`config.mk`:
```
export PLATFORM = sky130hd
export DESIGN_NAME = linreg_stream
export DESIGN_NICKNAME = d
export VERILOG_FILES = /design/src/rtl/linreg_stream.sv
export SDC_FILE = /design/constraint.sdc
export NUM_CORES = 1
export LEC_CHECK = 0
export CAP_MARGIN = 15
export CORE_UTILIZATION = 34
export DETAILED_ROUTE_END_ITERATION = 10
export DONT_BUFFER_PORTS = 1
export PLACE_DENSITY = 0.46
export SETUP_SLACK_MARGIN = 0.2
export SYNTH_ARGS = -nofsm -noshare
export SYNTH_HDL_FRONTEND = slang
export SYNTH_SLANG_ARGS = --single-unit
export TNS_END_PERCENT = 100
```
`constraint.sdc`:
```
create_clock -name clk -period 9.7 [get_ports clk]
set_input_delay 1.94 -clock clk [delete_from_list [all_inputs] [get_ports clk]]
set_output_delay 1.94 -clock clk [all_outputs]
set_load 0.02 [all_outputs]
```
`src/rtl/linreg_stream.sv`:
```
// ---------------------------------------------------------------------------
// linreg_stream
//
// Sequential linear-regression evaluator. Computes
//     s = bias + sum_{i=0}^{N_FEAT-1} w[i] * x[i]
// with features x[i] arriving one per beat on a valid/ready input stream.
// The weights and the bias are programmable at run time through a simple
// register write port. Each result leaves on a valid/ready output stream.
// The result is taken modulo 2^ACC_W and carries a flag that records whether
// any add for that sample wrapped.
//
// Parameters
//   IN_W    feature width (unsigned)
//   W_W     weight / bias width (unsigned)
//   N_FEAT  features per sample (>= 1)
//   ACC_W   result width (>= IN_W + W_W)
//
// Ports
//   clk        clock; all state changes on the rising edge
//   rst_n      asynchronous active-low reset
//   w_we       coefficient write strobe
//   w_addr     0..N_FEAT-1 selects weight i, N_FEAT selects the bias,
//              higher addresses are ignored
//   w_data     coefficient value
//   in_valid   feature beat valid
//   in_ready   block can accept a feature (low while in reset)
//   in_data    feature x[i], delivered in index order 0..N_FEAT-1
//   out_valid  result valid
//   out_ready  downstream accepts the result
//   out_data   result s, modulo 2^ACC_W
//   out_ovf    the result wrapped at some point during this sample
// ---------------------------------------------------------------------------
module linreg_stream #(
    parameter int IN_W   = 16,
    parameter int W_W    = 16,
    parameter int N_FEAT = 4,
    parameter int ACC_W  = 32
) (
    input  logic                          clk,
    input  logic                          rst_n,
    input  logic                          w_we,
    input  logic [$clog2(N_FEAT+1)-1:0]   w_addr,
    input  logic [W_W-1:0]                w_data,
    input  logic                          in_valid,
    output logic                          in_ready,
    input  logic [IN_W-1:0]               in_data,
    output logic                          out_valid,
    input  logic                          out_ready,
    output logic [ACC_W-1:0]              out_data,
    output logic                          out_ovf
);

    localparam int PROD_W = IN_W + W_W;
    localparam int IDX_W  = (N_FEAT > 1) ? $clog2(N_FEAT) : 1;

    typedef enum logic {
        ST_ACC  = 1'b0,
        ST_HOLD = 1'b1
    } state_t;

    // -----------------------------------------------------------------------
    // State
    // -----------------------------------------------------------------------
    state_t               state_q,    state_d;
    logic [IDX_W-1:0]     idx_q,      idx_d;
    logic [ACC_W-1:0]     acc_q,      acc_d;
    logic                 sticky_q,   sticky_d;
    logic [ACC_W-1:0]     out_data_q, out_data_d;
    logic                 out_ovf_q,  out_ovf_d;
    logic [W_W-1:0]       w_q [N_FEAT];
    logic [W_W-1:0]       w_d [N_FEAT];
    logic [W_W-1:0]       bias_q,     bias_d;

    // -----------------------------------------------------------------------
    // Datapath
    // -----------------------------------------------------------------------
    logic [PROD_W-1:0]    prod;
    logic [ACC_W:0]       sum_acc;
    logic [ACC_W:0]       sum_bias;
    logic                 last_beat;

    // The product always reads the registered weight, so a write landing on
    // the same edge as the beat that uses it only affects later beats.
    // Each add keeps one guard bit so a wrap can be detected.
    assign prod      = PROD_W'(w_q[idx_q]) * PROD_W'(in_data);
    assign sum_acc   = {1'b0, acc_q} + (ACC_W+1)'(prod);
    assign sum_bias  = {1'b0, sum_acc[ACC_W-1:0]} + (ACC_W+1)'(bias_q);
    assign last_beat = (idx_q == IDX_W'(N_FEAT - 1));

    // -----------------------------------------------------------------------
    // Coefficient register file: weights 0..N_FEAT-1 and the bias at
    // address N_FEAT. Out-of-range addresses fall through untouched.
    // -----------------------------------------------------------------------
    always_comb begin
        for (int i = 0; i < N_FEAT; i++) begin
            w_d[i] = w_q[i];
        end
        bias_d = bias_q;
        if (w_we) begin
            if (int'(w_addr) == N_FEAT) begin
                bias_d = w_data;
            end else begin
                for (int i = 0; i < N_FEAT; i++) begin
                    if (int'(w_addr) == i) begin
                        w_d[i] = w_data;
                    end
                end
            end
        end
    end

    // -----------------------------------------------------------------------
    // Control: ACC accumulates beats, HOLD presents the finished result until
    // the downstream takes it. HOLD is the one-cycle bubble per sample.
    // -----------------------------------------------------------------------
    always_comb begin
        state_d    = state_q;
        idx_d      = idx_q;
        acc_d      = acc_q;
        sticky_d   = sticky_q;
        out_data_d = out_data_q;
        out_ovf_d  = out_ovf_q;

        unique case (state_q)
            ST_ACC: begin
                if (in_valid) begin
                    if (last_beat) begin
                        // Bias enters only here, on the final beat.
                        out_data_d = sum_bias[ACC_W-1:0];
                        out_ovf_d  = sticky_q | sum_acc[ACC_W] | sum_bias[ACC_W];
                        acc_d      = '0;
                        sticky_d   = 1'b0;
                        idx_d      = '0;
                        state_d    = ST_HOLD;
                    end else begin
                        acc_d    = sum_acc[ACC_W-1:0];
                        sticky_d = sticky_q | sum_acc[ACC_W];
                        idx_d    = idx_q + IDX_W'(1);
                    end
                end
            end
            ST_HOLD: begin
                if (out_ready) begin
                    state_d = ST_ACC;
                end
            end
            default: begin
                state_d = ST_ACC;
            end
        endcase
    end

    // -----------------------------------------------------------------------
    // in_ready is gated by rst_n so that it reads low throughout reset and
    // rises in the first cycle after release. out_valid comes straight from
    // the state register so it falls asynchronously with reset.
    // -----------------------------------------------------------------------
    assign in_ready  = (state_q == ST_ACC) && rst_n;
    assign out_valid = (state_q == ST_HOLD);
    assign out_data  = out_data_q;
    assign out_ovf   = out_ovf_q;

    // -----------------------------------------------------------------------
    // State registers
    // -----------------------------------------------------------------------
    always_ff @(posedge clk or negedge rst_n) begin
        if (!rst_n) begin
            state_q    <= ST_ACC;
            idx_q      <= '0;
            acc_q      <= '0;
            sticky_q   <= 1'b0;
            out_data_q <= '0;
            out_ovf_q  <= 1'b0;
            bias_q     <= '0;
            for (int i = 0; i < N_FEAT; i++) begin
                w_q[i] <= '0;
            end
        end else begin
            state_q    <= state_d;
            idx_q      <= idx_d;
            acc_q      <= acc_d;
            sticky_q   <= sticky_d;
            out_data_q <= out_data_d;
            out_ovf_q  <= out_ovf_d;
            bias_q     <= bias_d;
            for (int i = 0; i < N_FEAT; i++) begin
                w_q[i] <= w_d[i];
            end
        end
    end

endmodule
```
==> key figures <==
Finish
  – Share of cells above drive strength 1: 0.100
  – ANT cells: 0
  – Final Net Count: 2078
  – Layout area overhead: 7.64%

Detailed routing
  – Wire per inst: 18.0 microns
  – Wire length on met3: 1350 microns
  – Vias per std cell: 4.81
  – Post-route antenna net violation count: 0
  – Routed WL: 42500 microns
  – Metal2 WL: 19100 microns
  – # DRC: 0
  – Drt pass-1 iters: 5
  – Routed vias: 11.3k
  – Max layer used: met4
  – DR iter-0 viols: 505
  – Met1 WL: 21600 microns

Synthesis
  – Post-Synth XOR/XNOR Area: 0.0272
  – Syn Nets: 2117
  – Synth Area in Adders: 0.362
  – Main flop type after synthesis: dfrtp_1
  – Cell with the most instances after synthesis: inv_1
  – Mapped Area: 16700 sq um
  – Yosys warns: 0
  – Yosys reg bits: 149
  – Async set or reset register ratio after synthesis: 1.00
  – Post-synthesis mux area share: 0.0793
  – Ranking of synthesized cells by area: fa_1 (27%), dfrtp_1 (22%), ha_1 (9.0%)
  – Mean Syn Cell Area: 9.68 sq um
  – Main combinational cell family by area after synthesis: adder cells
  – Post-synth EDFFs: 0
  – Cell variety after synth: 75
  – Sequential area share after synthesis: 0.223
  – Cell taking the most area after synthesis: fa_1
  – Top cell type's share of synthesized area: 0.272
  – Synth Area in Simple Gates: 0.134
  – Post-synth top cells: inv_1 (354), nand2_1 (234), fa_1 (227), dfrtp_1 (149), ha_1 (121)
  – Post-Syn Instances: 1729
  – Complex-gate fraction of the synthesized area: 0.0787

Worst setup path
  – CP required: 10030 ps
  – CP arrival: 8810 ps
  – CP Launch Type: flip-flop
  – Setup CP Type: reg2reg
  – Register-to-register setup slack: 1220 ps
  – CP Max Fanout: 18
  – Worst setup EP type: flip-flop

Global routing
  – Tot GR Track Use: 0.184
  – Vias in the first global route: 12.4k
  – Largest net degree at the start of global routing: 151
  – Grt total ovfl: 0
  – First-pass GRT wire length: 71400 microns
  – Initial antenna violation count: 2

STA
  – Final worst path period need: 8480 ps
  – Setup TNS: 0 ps
  – Final Skew: 21.5 ps
  – Relative slew slack: 0.302
  – Tcrit/Tclk final: 0.874
  – Worst slew pin tran: 1040 ps
  – Final hold vios: 0
  – Fin. max-slew vios: 0
  – Fmax: 118 MHz
  – RSZ-0062 raised after global routing: no
  – # setup viols final: 0

Placement
  – Placer Congestion: 0.835
  – Hpwl dp: 34300 microns
  – IO buf count: 0

Floorplan
  – Number of I/O pins: 75
  – Rows: 80
  – Die Span Y: 224 microns
  – Die W: 224 microns
  – Full die area: 50100 sq um
  – Initial Utilization: 0.348
  – Core ar.: 48100 sq um

Clock network
  – Cts repair resizes: 0
  – H-tree levels: 4
  – Post-CTS setup buffer count: 0
  – CTS buffer count: 17
  – Clock buffer depth: 2
  – CTS Sinks: 149
  – CTS tree: done
  – Worst-Skew Late Latency: 440 ps
  – Root buf cell: clkbuf_16
  – Post-CTS Hold Fix Bufs: 0
  – Clk pin slew, worst setup/hold paths: 70 ps

Hold path
  – Hold Path Class: reg2reg

Run
  – Max cap viols: 0

Run status
  – Status: finished, final reports clean
-- routing by layer --
metal  up-vias  track usage
met5         -            0
met4         0       0.0365
met3        29       0.0253
met2       151        0.288
met1      5826        0.271
li1       5335            -
-- critical path: stages, from the launching register on --
cell      delay (ps)
dfrtp_1          900
mux4_2           660
and2_1           290
fa_1             530
inv_1             60
fa_1             470
fa_1             520
fa_1             550
inv_1             50
fa_1             490
inv_1             50
fa_1             470
inv_1             40
ha_1             340
a21oi_1          250
o21ai_0          160
nor2_1           220
nand2_1          130
xor2_1           180
ha_1             400
a21o_1           200
a211oi_1          70
nor2_1           170
o2111a_1         270
nor3b_2          320
nand4_1          160
xnor2_1          160
mux2_2           270
-- layout by cell type, fill, tap and decap left out, types with 17 or more instances in the layout --
cell type	instances
inv_1	354
ha_1	121
dfrtp_1	149
fa_1	227
xor2_1	25
xnor2_1	27
nor2_1	32
and2_1	119
o21ai_0	73
mux2_2	85
nand2_1	233
a21oi_1	42
clkbuf_16	17
-- cell type report --
type | count | area, sq um
timing repair buffer | 12 | 90.1
clock buffer | 19 | 443
multi-input combinational | 1156 | 11400
clock inverter | 13 | 195
sequential | 149 | 3730
fill | 4918 | 30100
inverter | 354 | 1330
tap | 656 | 821
-- state kept, by name (all words and copies together) (netlist names) --
| signal | count |
|---|---|
| sticky_q | 1 |
| bias_q | 16 |
| out_ovf | 1 |
| out_valid | 1 |
| out_data | 32 |
| w_q | 64 |
| idx_q | 2 |
| acc_q | 32 |
-- cell families (layout without fill, tap and decap cells) --
| family | after synthesis | in the layout |
|---|---|---|
| mux | 102 | 102 |
| flops | 149 | 149 |
| compound gates | 199 | 199 |
| fa+ha+maj | 348 | 348 |
| xor+xnor | 52 | 52 |
| simple gates | 455 | 455 |
| buf+inv | 424 | 398 |
-- path summary, 6_finish.rpt --
check,from,endpoint,cells past startpoint
worst max-delay path,idx_q[1],out_data[31],27
worst min-delay path,acc_q[0],acc_q[0],2
worst max register to register,idx_q[1],out_data[31],27
worst min register to register,acc_q[0],acc_q[0],2
max in group asynchronous,rst_n,out_data[26],0
min in group asynchronous,rst_n,w_q[19],0
-- per-stage QoR --
stage	setup WS (ps)	hold slack [ps]	util	area, sq um	std cells
detailed placement	1010	482	0.361	17400	2327
global placement	1160	474	0.361	17400	2327
CTS	1170	497	0.374	18000	2359
floorplan	1380	455	-	16700	1729
global route	631	515	0.374	18000	2359
finish	1220	500	0.374	18000	2359
Power is left out: the tool's default activity adds up to more than one toggle a clock period on the data nets, which glitch-free logic cannot reach.
